### src/rtl/pixel_compositor_pkg.sv
// Shared types and constants for the pixel compositor: scene codes, tile ids,
// colour-key default, brightness level width and the channel scaling helpers.
package pixel_compositor_pkg;

    // Scene codes carried on the state bus
    localparam logic [3:0] SceneStart = 4'd0;
    localparam logic [3:0] ScenePlay  = 4'd1;
    localparam logic [3:0] SceneLose  = 4'd2;
    localparam logic [3:0] SceneWin   = 4'd3;

    // Tile ids from the address generator (carried through, not decoded here)
    localparam logic [3:0] TileEmpty = 4'd0;
    localparam logic [3:0] TileWall  = 4'd1;
    localparam logic [3:0] TileChar0 = 4'd2;
    localparam logic [3:0] TileChar1 = 4'd3;

    localparam logic [11:0] KeyColorDefault = 12'h0F0;

    // Brightness level spans 0..16, so it needs one bit more than a nibble
    localparam int unsigned        LevelW    = 5;
    localparam logic [LevelW-1:0]  LevelFull = 5'd16;

    typedef enum logic [1:0] {
        FIdle,
        FBlack,
        FIn
    } fade_state_e;

    // (c * level) >> 4; level 16 is unity gain, level 0 is black
    function automatic logic [3:0] scale_chan(input logic [3:0] c,
                                              input logic [LevelW-1:0] level);
        logic [8:0] prod;
        prod = {5'd0, c} * {4'd0, level};
        return prod[7:4];
    endfunction

    function automatic logic [11:0] scale_rgb(input logic [11:0] rgb,
                                              input logic [LevelW-1:0] level);
        return {scale_chan(rgb[11:8], level),
                scale_chan(rgb[7:4], level),
                scale_chan(rgb[3:0], level)};
    endfunction

endpackage

### src/rtl/pixel_compositor_if.sv
// Video bus between the address-generator/BRAM front end and the compositor.
// The master drives pixel data, flags and timing; the slave returns VGA colour.
interface pixel_compositor_if;
    logic [11:0] pixel_in;
    logic        show_pixel;
    logic [3:0]  tile_id;
    logic        is_char_sync;
    logic        is_char_sync_1;
    logic        active;
    logic        vsync;
    logic [3:0]  state;
    logic [1:0]  hit;
    logic [3:0]  vga_r;
    logic [3:0]  vga_g;
    logic [3:0]  vga_b;
    logic        fade_busy;

    modport master (
        output pixel_in, show_pixel, tile_id, is_char_sync, is_char_sync_1,
               active, vsync, state, hit,
        input  vga_r, vga_g, vga_b, fade_busy
    );

    modport slave (
        input  pixel_in, show_pixel, tile_id, is_char_sync, is_char_sync_1,
               active, vsync, state, hit,
        output vga_r, vga_g, vga_b, fade_busy
    );
endinterface

### src/rtl/pixel_compositor_fade_ctrl.sv
// Scene-change fade controller: detects vsync rising edges, tracks the scene code,
// holds black for a few frames after a change and then ramps brightness back up.
module pixel_compositor_fade_ctrl
    import pixel_compositor_pkg::*;
#(
    parameter int unsigned BLACK_FRAMES = 2,
    parameter int unsigned FADE_STEP    = 2
) (
    input  logic              clk,
    input  logic              rst,
    input  logic              vsync_i,
    input  logic [3:0]        state_i,
    output logic              frame_tick_o,
    output logic [LevelW-1:0] level_o,
    output logic              fade_busy_o
);

    localparam int unsigned SumW       = LevelW + 1;
    localparam logic [7:0]  BcntReload = 8'(BLACK_FRAMES);

    logic              vsync_q;
    logic [3:0]        last_state_q;
    fade_state_e       fsm_q, fsm_d;
    logic [7:0]        bcnt_q, bcnt_d;
    logic [LevelW-1:0] level_q, level_d;
    logic              change;
    logic [SumW-1:0]   level_sum;

    assign frame_tick_o = vsync_i & ~vsync_q;
    assign change       = (state_i != last_state_q);
    // Extra bit so a step past 16 cannot wrap before the clamp
    assign level_sum    = {1'b0, level_q} + SumW'(FADE_STEP);

    // Next-state: a scene change always restarts the black hold and beats frame_tick
    always_comb begin
        fsm_d   = fsm_q;
        bcnt_d  = bcnt_q;
        level_d = level_q;
        if (change) begin
            fsm_d   = FBlack;
            level_d = '0;
            bcnt_d  = BcntReload;
        end else begin
            unique case (fsm_q)
                FIdle: begin
                    level_d = LevelFull;
                end
                FBlack: begin
                    if (frame_tick_o) begin
                        bcnt_d = bcnt_q - 8'd1;
                        if (bcnt_q <= 8'd1) begin
                            fsm_d  = FIn;
                            bcnt_d = '0;
                        end
                    end
                end
                FIn: begin
                    if (frame_tick_o) begin
                        if (level_sum >= {1'b0, LevelFull}) begin
                            level_d = LevelFull;
                            fsm_d   = FIdle;
                        end else begin
                            level_d = level_sum[LevelW-1:0];
                        end
                    end
                end
                default: begin
                    fsm_d   = FIdle;
                    level_d = LevelFull;
                end
            endcase
        end
    end

    // State registers, including vsync edge detector and scene tracker
    always_ff @(posedge clk or posedge rst) begin
        if (rst) begin
            vsync_q      <= 1'b0;
            last_state_q <= '0;
            fsm_q        <= FIdle;
            bcnt_q       <= '0;
            level_q      <= LevelFull;
        end else begin
            vsync_q      <= vsync_i;
            last_state_q <= state_i;
            fsm_q        <= fsm_d;
            bcnt_q       <= bcnt_d;
            level_q      <= level_d;
        end
    end

    assign level_o     = level_q;
    assign fade_busy_o = (fsm_q != FIdle);

endmodule

### src/rtl/pixel_compositor.sv
// Final video stage: aligns display-enable and scene code with the BRAM pixel,
// applies chroma key, background fill, hit-flash tint and fade, then registers VGA colour.
module pixel_compositor
    import pixel_compositor_pkg::*;
#(
    parameter int unsigned PIPE_LAT     = 3,
    parameter logic [11:0] KEY_COLOR    = KeyColorDefault,
    parameter logic [11:0] BG_COLOR     = 12'h113,
    parameter int unsigned BLACK_FRAMES = 2,
    parameter int unsigned FADE_STEP    = 2,
    parameter int unsigned FLASH_FRAMES = 16
) (
    input  logic                clk,
    input  logic                rst,
    pixel_compositor_if.slave   bus
);

    localparam logic [5:0] FlashLoad = 6'(FLASH_FRAMES);

    logic [PIPE_LAT-1:0] act_dly_q;
    logic [3:0]          st_dly_q [PIPE_LAT];
    logic                act_d;
    logic [3:0]          st_d;

    logic [1:0][5:0]     fl_cnt_q, fl_cnt_d;
    logic [1:0]          fl_on;

    logic                frame_tick;
    logic [LevelW-1:0]   level;

    logic                opaque;
    logic                tint;
    logic [11:0]         base;
    logic [11:0]         col_d, col_q;

    logic                unused_tile;
    assign unused_tile = ^bus.tile_id;

    pixel_compositor_fade_ctrl #(
        .BLACK_FRAMES (BLACK_FRAMES),
        .FADE_STEP    (FADE_STEP)
    ) u_fade_ctrl (
        .clk          (clk),
        .rst          (rst),
        .vsync_i      (bus.vsync),
        .state_i      (bus.state),
        .frame_tick_o (frame_tick),
        .level_o      (level),
        .fade_busy_o  (bus.fade_busy)
    );

    // Delay active/state by the BRAM pipeline depth so they line up with pixel_in
    always_ff @(posedge clk or posedge rst) begin
        if (rst) begin
            act_dly_q <= '0;
            for (int i = 0; i < PIPE_LAT; i++) begin
                st_dly_q[i] <= '0;
            end
        end else begin
            act_dly_q[0] <= bus.active;
            st_dly_q[0]  <= bus.state;
            for (int i = 1; i < PIPE_LAT; i++) begin
                act_dly_q[i] <= act_dly_q[i-1];
                st_dly_q[i]  <= st_dly_q[i-1];
            end
        end
    end

    assign act_d = act_dly_q[PIPE_LAT-1];
    assign st_d  = st_dly_q[PIPE_LAT-1];

    // Flash counters: a hit reloads (even mid-flash and over a coincident frame tick)
    always_comb begin
        for (int k = 0; k < 2; k++) begin
            fl_cnt_d[k] = fl_cnt_q[k];
            if (bus.hit[k]) begin
                fl_cnt_d[k] = FlashLoad;
            end else if (frame_tick && (fl_cnt_q[k] != '0)) begin
                fl_cnt_d[k] = fl_cnt_q[k] - 6'd1;
            end
            fl_on[k] = (fl_cnt_q[k] != '0) && fl_cnt_q[k][0];
        end
    end

    // Flash counter registers
    always_ff @(posedge clk or posedge rst) begin
        if (rst) begin
            fl_cnt_q <= '0;
        end else begin
            fl_cnt_q <= fl_cnt_d;
        end
    end

    // Colour select, tint and fade; non-PLAY scenes show the raw full-screen image
    always_comb begin
        opaque = bus.show_pixel && (bus.pixel_in != KEY_COLOR);
        // When a pixel claims both characters, character 0 decides the tint
        tint   = bus.is_char_sync ? fl_on[0] : (bus.is_char_sync_1 && fl_on[1]);
        base   = '0;
        if (!act_d) begin
            base = '0;
        end else if (st_d != ScenePlay) begin
            base = bus.pixel_in;
        end else if (!opaque) begin
            base = BG_COLOR;
        end else if (tint) begin
            base = {4'hF, 1'b0, bus.pixel_in[7:5], 1'b0, bus.pixel_in[3:1]};
        end else begin
            base = bus.pixel_in;
        end
        col_d = scale_rgb(base, level);
    end

    // Output colour register
    always_ff @(posedge clk or posedge rst) begin
        if (rst) begin
            col_q <= '0;
        end else begin
            col_q <= col_d;
        end
    end

    assign bus.vga_r = col_q[11:8];
    assign bus.vga_g = col_q[7:4];
    assign bus.vga_b = col_q[3:0];

endmodule

### src/flat_wrapper.sv
// flat-port wrapper written by rule: the top's interface ports become plain ports
module pixel_compositor_flat import pixel_compositor_pkg::*;
#(
    parameter int unsigned PIPE_LAT     = 3,
    parameter logic [11:0] KEY_COLOR    = KeyColorDefault,
    parameter logic [11:0] BG_COLOR     = 12'h113,
    parameter int unsigned BLACK_FRAMES = 2,
    parameter int unsigned FADE_STEP    = 2,
    parameter int unsigned FLASH_FRAMES = 16
)
  (clk, rst, bus_pixel_in, bus_show_pixel, bus_tile_id, bus_is_char_sync, bus_is_char_sync_1, bus_active, bus_vsync, bus_state, bus_hit, bus_vga_r, bus_vga_g, bus_vga_b, bus_fade_busy);
  pixel_compositor_if bus_i ();
  input  logic clk;
  input  logic rst;
  input wire logic [$bits(bus_i.pixel_in)-1:0] bus_pixel_in;
  input wire logic [$bits(bus_i.show_pixel)-1:0] bus_show_pixel;
  input wire logic [$bits(bus_i.tile_id)-1:0] bus_tile_id;
  input wire logic [$bits(bus_i.is_char_sync)-1:0] bus_is_char_sync;
  input wire logic [$bits(bus_i.is_char_sync_1)-1:0] bus_is_char_sync_1;
  input wire logic [$bits(bus_i.active)-1:0] bus_active;
  input wire logic [$bits(bus_i.vsync)-1:0] bus_vsync;
  input wire logic [$bits(bus_i.state)-1:0] bus_state;
  input wire logic [$bits(bus_i.hit)-1:0] bus_hit;
  output wire logic [$bits(bus_i.vga_r)-1:0] bus_vga_r;
  output wire logic [$bits(bus_i.vga_g)-1:0] bus_vga_g;
  output wire logic [$bits(bus_i.vga_b)-1:0] bus_vga_b;
  output wire logic [$bits(bus_i.fade_busy)-1:0] bus_fade_busy;
  assign bus_i.pixel_in = bus_pixel_in;
  assign bus_i.show_pixel = bus_show_pixel;
  assign bus_i.tile_id = bus_tile_id;
  assign bus_i.is_char_sync = bus_is_char_sync;
  assign bus_i.is_char_sync_1 = bus_is_char_sync_1;
  assign bus_i.active = bus_active;
  assign bus_i.vsync = bus_vsync;
  assign bus_i.state = bus_state;
  assign bus_i.hit = bus_hit;
  assign bus_vga_r = bus_i.vga_r;
  assign bus_vga_g = bus_i.vga_g;
  assign bus_vga_b = bus_i.vga_b;
  assign bus_fade_busy = bus_i.fade_busy;
  pixel_compositor #(.PIPE_LAT(PIPE_LAT), .KEY_COLOR(KEY_COLOR), .BG_COLOR(BG_COLOR), .BLACK_FRAMES(BLACK_FRAMES), .FADE_STEP(FADE_STEP), .FLASH_FRAMES(FLASH_FRAMES)) u_core (.clk(clk), .rst(rst), .bus(bus_i));
endmodule
### config.mk
export PLATFORM = sky130hd
export DESIGN_NAME = pixel_compositor_flat
export DESIGN_NICKNAME = d
export VERILOG_FILES = /design/src/rtl/pixel_compositor_pkg.sv /design/src/rtl/pixel_compositor_if.sv /design/src/rtl/pixel_compositor_fade_ctrl.sv /design/src/rtl/pixel_compositor.sv /design/src/flat_wrapper.sv
export SDC_FILE = /design/constraint.sdc
export NUM_CORES = 1
export LEC_CHECK = 0
export ABC_CLOCK_PERIOD_IN_PS = 4510
export BUFFER_PORTS_ARGS = -buffer_cell sky130_fd_sc_hd__buf_2
export CAP_MARGIN = 10
export CORE_ASPECT_RATIO = 1.75
export CORE_MARGIN = 4
export CORE_UTILIZATION = 30
export CTS_BUF_LIST = sky130_fd_sc_hd__clkbuf_16
export DETAILED_ROUTE_END_ITERATION = 8
export HOLD_SLACK_MARGIN = 0.03
export SYNTH_ARGS = -nofsm -noshare
export SYNTH_HDL_FRONTEND = slang
export SYNTH_SLANG_ARGS = --single-unit
### constraint.sdc
create_clock -name clk -period 4.51 [get_ports clk]
set_input_delay 0.2255 -clock clk [delete_from_list [all_inputs] [get_ports clk]]
set_output_delay 0.2255 -clock clk [all_outputs]
set_load 0.005 [all_outputs]
**Word-level counts from Yosys, hierarchy flattened**

Cells that the tools add are included.
W data, S select, Z words.

- Register bits: 55
- Bits in latches: 0
- RAM bits: 0
- ROM bits: 0
- Input bits: 29
- Output and inout port bits: 13
- Word-level logic and storage cells: 73
- Memories: 0

- Add/subtract/negate cells: 4
- Multipliers: 3
- Div/mod/pow operators: 0
- Magnitude comparators: 2
- Eq/ne operators: 11
- Shift-type cells: 0
- Mux-type cells: 23
- Bitwise operators: 2
- Reductions and logical operators: 17

Operators by type and width:

| kind | count |
|---|---|
| $mux W12 | 4 |
| $mux W8 | 4 |
| $mul A4 B5 Y8 | 3 |
| $mux W6 | 4 |
| $mux W5 | 3 |
| $ne A12 B8 Y1 const B | 1 |
| $reduce_bool A6 Y1 | 2 |
| $sub A6 B1 Y6 const B | 2 |
| $mux W2 | 5 |
| $pmux W5 S2 | 1 |
| $reduce_bool A2 Y1 | 5 |
| $le A8 B1 Y1 const B | 1 |
| $sub A8 B1 Y8 const B | 1 |
| $add A5 B2 Y6 const B | 1 |
| $ge A6 B5 Y1 const B | 1 |
| $logic_and A1 B1 Y1 | 6 |
| $ne A3 B2 Y1 const B | 2 |
| $ne A3 B3 Y1 const B | 2 |
| $pmux W2 S3 | 1 |
| $reduce_and A5 Y1 | 1 |
| $ne A2 B2 Y1 const B | 2 |
| $ne A4 B1 Y1 const B | 1 |
| $ne A4 B4 Y1 | 1 |
| $reduce_and A2 Y1 | 2 |
| 6 further kinds | 6 |

**Depth between registers and ports, before layout**

- Depth in word-level cells: 9
- Depth in mapped cells: 17
- Gate-level depth less buffers: 16

**Cells and area by module**

Synthesis repeated with hierarchy kept, for this count alone.

- Cell total of the unflattened synthesis: 408
- Area total of the unflattened synthesis: 4011.3 um2

Modules (own cells, without submodules):

| module | instances | cells each | area each (um2) | seq. area each (um2) |
|---|---|---|---|---|
| pixel_compositor | 1 | 310 | 3025.4 | 975.9 |
| pixel_compositor_fade_ctrl | 1 | 98 | 985.9 | 476.7 |

**Worst setup path after synthesis**

OpenSTA, ideal clock, no wires.

- Kind: register to register
- Start: register u_core.fl_cnt_q[0] (netlist bit)
- End: register u_core.col_q[7]
- Setup time: 0.125 ns
- Arrival time: 4.127 ns
- Data required time: 4.385 ns
- Setup slack: 0.258 ns
- Cell stages (with the launch flop): 18
- Path buffers: 1
- Period minus slack after synthesis: 4.252 ns
- Path through: dfrtp_1 > inv_1 > ha_1 > or4b_4 > o2111ai_4 > and2_1 > buf_6 > mux2i_2 > nor3b_2 > fa_1 > inv_1 > fa_1 > inv_1 > ha_1 > a21oi_1 > o21ai_0 > xnor2_1 > xnor2_1

- Longest elaborated chain between the ends: 8

Ends and longest elaborated chain:

| what | RTL line | RTL |
|---|---|---|
| from (decl) | pixel_compositor.sv:25 | `logic [1:0][5:0] fl_cnt_q, fl_cnt_d;` |
| from (signal assigned) | pixel_compositor.sv:90 | `fl_cnt_q <= fl_cnt_d;` |
| $reduce_bool A6 Y1 | pixel_compositor.sv:81 | `fl_on[k] = (fl_cnt_q[k] != '0) && fl_cnt_q[k][0];` |
| $logic_and A1 B1 Y1 * | pixel_compositor.sv:81 |  |
| $mux W1 * | pixel_compositor.sv:98 | `tint = bus.is_char_sync ? fl_on[0] : (bus.is_char_sync_1 && fl_on[1]);` |
| $mux W12 * | pixel_compositor.sv:106 | `end else if (tint) begin` |
| $mux W12 * | pixel_compositor.sv:104 | `end else if (!opaque) begin` |
| $mux W12 * | pixel_compositor.sv:102 | `end else if (st_d != ScenePlay) begin` |
| $mux W12 * | pixel_compositor.sv:100 | `if (!act_d) begin` |
| $mul A4 B5 Y8 * | pixel_compositor_pkg.sv:33 | `prod = {5'd0, c} * {4'd0, level};` |
| via u_core.col_d[7] | pixel_compositor.sv:34 | `logic [11:0] col_d, col_q;` |
| to (signal assigned) | pixel_compositor.sv:119 | `col_q <= col_d;` |
| to (decl) | pixel_compositor.sv:34 |  |

Mark *: on every way through the listed nets, which the timed path passes. The rest lies on a longest branch.
A chain may end at the register's enable or synchronous reset.

**Worst setup path after layout**

- Start: register u_core.fl_cnt_q[0] (netlist bit)
- End: register u_core.col_q[3]

Same word-level chain as after synthesis.

==> flow_summary.yaml <==
critical_path:
  cp-end-kind: "register"
  largest_fanout_of_any_net_on_the_critical_path: 5
  cp_common_cell: "sky130_fd_sc_hd__inv_1"
  critical_path.cell_chain: "inv_1 -> ha_1 -> or4b_4 -> o2111ai_4 -> and2_2 -> mux2i_1 -> nor3b_1 -> fa_1 -> inv_1 -> fa_1 -> inv_1 -> ha_1 -> a21oi_1 -> o21ai_0 -> xnor2_1 -> xnor2_1"
  worst_path_max_delay_cell: "sky130_fd_sc_hd__fa_1"
  arrival_ps: 4450
  timing.critical_path.slowest_cell_delay_ps: 520
  flop2flop_setup_slack_ps: 250
  critPathLaunchType: "register"
  crit-reg2reg-capture: "u_core.col_q[3]"
  worst-endpoint-required_ps: 4690
  r2r_cells: 16
  worst_r2r_startpoint: "u_core.fl_cnt_q[0]"
  worst-setup-path-type: "register to register"
global_route:
  grt_pass1_vias: 2951
  grt_overflow_total: 0
  grtUsageTotal: 0.117
  grt_pass1_wl_mm: 13.4
  grt_start_max_net_pins: 55
  grt_antenna_before_repair: 0
synthesis:
  syn-instance-count: 365
  synth.distinct_cells: 56
  syn_area_um2: 3640
  synth-seq-area-share: 0.372
  synth_flop_cell: "sky130_fd_sc_hd__dfrtp_1"
  synth_async_sr_flop_share: 1.00
  synth-seq-cells: 54
  synth_enable_flop_cells: 0
  synth.avg_cell_area_um2: 9.96
  synth-warning-count: 0
layout:
  final_area_um2: 4220
  multi_input_combinational_cell_area_um2: 2140
  area_delta_synth_final_pct: 16.0
  drive_gt1_frac: 0.178
  ff_latch_area_um2: 1350
  antenna-diode-count: 0
  fin_nets: 485
  fillers: 1208
power:
  power_frac_seq: 0.508
  sw_frac_of_total: 0.259
  internal_power_mw: 0.758
  power.total_mw: 1.02
  power.ir.vdd_worst_mv: 0.122
  power.leakage_nw: 2.04
  power_switching_mw: 0.265
  clock_power_share: 0.378
  power_frac_comb: 0.114
  powerDensity_nw_per_um2: 243
route:
  routed_wl_mm: 7.79
  num_vias: 2787
  drt_iter0_drc: 109
  drt-vias-per-instance: 5.05
  ant_nets_after_route: 0
  detail_route.wl_per_cell_um: 14.1
  firstDrtPassIters: 4
  route.detailed.drc: 0
sta:
  final-setup-viol-count: 0
  report.final.hold_viol_count: 0
  grt_setup_unrepaired: "no"
  period_needed_ps: 4260
  post_route_setup_tns_ps: 0
  worst_slew_margin_rel: 0.318
  tightestPinTransition_ps: 1010
  post-route-period-util: 0.946
  fin_worst_skew_ps: 8.46
  final_max_slew_viol_count: 0
  max_clock_freq_ghz: 0.235
floorplan:
  floorplan.die.height_um: 154
  row_count: 53
  core_area_um2: 11900
  dieArea_um2: 14000
  ioPinCount: 42
  die_w_um: 91.2
  initial_util: 0.305
min_path:
  hold_start: "bus_state[1]"
  timing.hold.worst.class: "input pin to register"
  holdPathStages: 1
  holdPathEnd: "u_core.st_dly_q[9]"
clocking:
  tritoncts.num_buffers: 5
  clk_path_buf_depth: 2
  clk_root_buffer_cell: "sky130_fd_sc_hd__clkbuf_16"
  tritoncts_num_sinks: 54
  tritoncts: "done"
  insertion_delay_ps: 290
  ctsHtreeMaxLevel: 2
  cts.reportedPaths.clkPinSlew_ps: 80
placement:
  gp_routability_congestion: 0.840
  io_buffer_count: 37
  placed_cell_area_um2: 4030
  place.detailed.hpwl_mm: 5.97
flow_run:
  drv.max_cap_violation_count: 0
run_status:
  run_status: "completed"
[worst max path at each step]
stage	startpoint	endpoint	slack, ps
global route	u_core.fl_cnt_q[0]	u_core.col_q[3]	6
CTS	u_core.fl_cnt_q[6]	u_core.col_q[7]	130
floorplan	u_core.fl_cnt_q[0]	u_core.col_q[7]	260
global placement	u_core.fl_cnt_q[6]	u_core.col_q[7]	220
finish	u_core.fl_cnt_q[0]	u_core.col_q[3]	250
detailed placement	u_core.fl_cnt_q[6]	u_core.col_q[7]	170
[cells in the mapped netlist (all sizes together) (2+ instances only)]
master	count	share of area
a211oi	3	0.0062
a21o	3	0.0062
a21oi	20	0.028
a31oi	2	0.0034
and2	11	0.019
and3	5	0.0086
buf	2	0.0045
clkbuf	7	0.0072
dfrtp	53	0.36
fa	12	0.066
ha	30	0.10
inv	34	0.035
mux2i	3	0.0093
nand2	30	0.032
nand2b	4	0.0069
nand3	9	0.012
nand3b	3	0.0062
nand4	4	0.0069
nor2	23	0.024
nor2b	5	0.0086
nor3	10	0.014
nor3b	10	0.025
nor4	3	0.0052
nor4b	3	0.015
nor4bb	4	0.011
o211ai	4	0.0096
o21a	7	0.014
o21ai	8	0.011
or4b	3	0.010
xnor2	22	0.053
xor2	10	0.024
[layout make-up]
type | instances | share of cell area
clock buffer | 5 | 0.0297
clock inverter | 3 | 0.00475
tap | 137 | 0.0406
inverter | 34 | 0.0303
timing repair buffer | 49 | 0.0659
multi-input combinational | 270 | 0.508
sequential | 54 | 0.321
[state kept, by name, summed over array words and instances, names as in the netlist]
name                        cells
u_core.st_dly_q                 8
u_core.fl_cnt_q                12
u_core.u_fade_ctrl.bcnt_q       8
u_core.act_dly_q                3
u_core.st_d                     4
u_core.u_fade_ctrl.level_o      4
u_core.u_fade_ctrl.fsm_q        2
u_core.u_fade_ctrl.vsync_q      1
u_core.col_q                   12
[power groups by stage]
stage / sequential (mW) / clock [mW] / combinational [mW]
5_1_grt: 0.522 / 0.421 / 0.131
6_report: 0.519 / 0.387 / 0.117
2_1_floorplan: 0.525 / 0 / 0.0755
3_5_place_dp: 0.529 / 0 / 0.114
3_3_place_gp: 0.528 / 0 / 0.111
4_1_cts: 0.520 / 0.403 / 0.116
[cell families after synthesis]
group	Yosys count	synth area share
adders and majority gates	42	0.169
xor gates and xnor gates	32	0.0771
buffers and inverters	43	0.0468
muxes	3	0.00929
and+or+nand+nor	134	0.220
other	1	0.00103
DFF	54	0.372
AOI/OAI and AO/OA	56	0.105
[layer usage]
layer | up-vias | wire (um) | GRT usage
li1 | 1344 | - | -
met5 | - | 0 | 0
met4 | 0 | 285 | 0.0619
met1 | 1368 | 3000 | 0.122
met2 | 61 | 4280 | 0.221
met3 | 14 | 221 | 0.0176
[repair_timing]
| item | in CTS | in global routing |
|---|---|---|
| endpoints found under the setup margin | 0 | 6 |
| resized for setup | 0 | 5 |
| hold buffers | 1 | 0 |
| setup buffers | 0 | 2 |
| hold endpoints to repair | 1 | 0 |
[cell usage in the layout, fill, tap and decap left out, types with 4 or more instances in the layout]
cell                         n
sky130_fd_sc_hd__dfrtp_1    53
sky130_fd_sc_hd__buf_2      37
sky130_fd_sc_hd__inv_1      33
sky130_fd_sc_hd__ha_1       30
sky130_fd_sc_hd__nand2_1    29
sky130_fd_sc_hd__nor2_1     23
sky130_fd_sc_hd__xnor2_1    22
sky130_fd_sc_hd__a21oi_1    18
sky130_fd_sc_hd__fa_1       12
sky130_fd_sc_hd__buf_4      11
sky130_fd_sc_hd__nor3_1     10
sky130_fd_sc_hd__and2_1     10
sky130_fd_sc_hd__xor2_1     10
sky130_fd_sc_hd__nand3_1     9
sky130_fd_sc_hd__o21ai_0     8
sky130_fd_sc_hd__o21a_1      7
sky130_fd_sc_hd__nor3b_1     7
sky130_fd_sc_hd__nor2b_1     5
sky130_fd_sc_hd__and3_1      5
sky130_fd_sc_hd__clkbuf_16   5
sky130_fd_sc_hd__nand4_1     4
sky130_fd_sc_hd__nor4bb_1    4
sky130_fd_sc_hd__nand2b_1    4
[through the flow]
stage	setup slack, ps	hold slack, ps	util	std cells
6_report	246	56.8	0.353	552
3_3_place_gp	219	332	0.337	541
3_5_place_dp	167	338	0.337	541
4_1_cts	135	52.6	0.350	550
5_1_grt	6.27	51.2	0.353	552
2_1_floorplan	258	257	-	367
[worst max-delay path, delay by kind of cell, from the launching register on]
| family | cells | cell delay [ps] |
|---|---|---|
| compound gates | 3 | 670 |
| fa+ha+maj | 4 | 1510 |
| xor+xnor | 2 | 290 |
| flops | 1 | 380 |
| buf+inv | 3 | 170 |
| mux | 1 | 260 |
| simple gates | 3 | 880 |
Note: power is estimated with default switching activity, not from simulation.
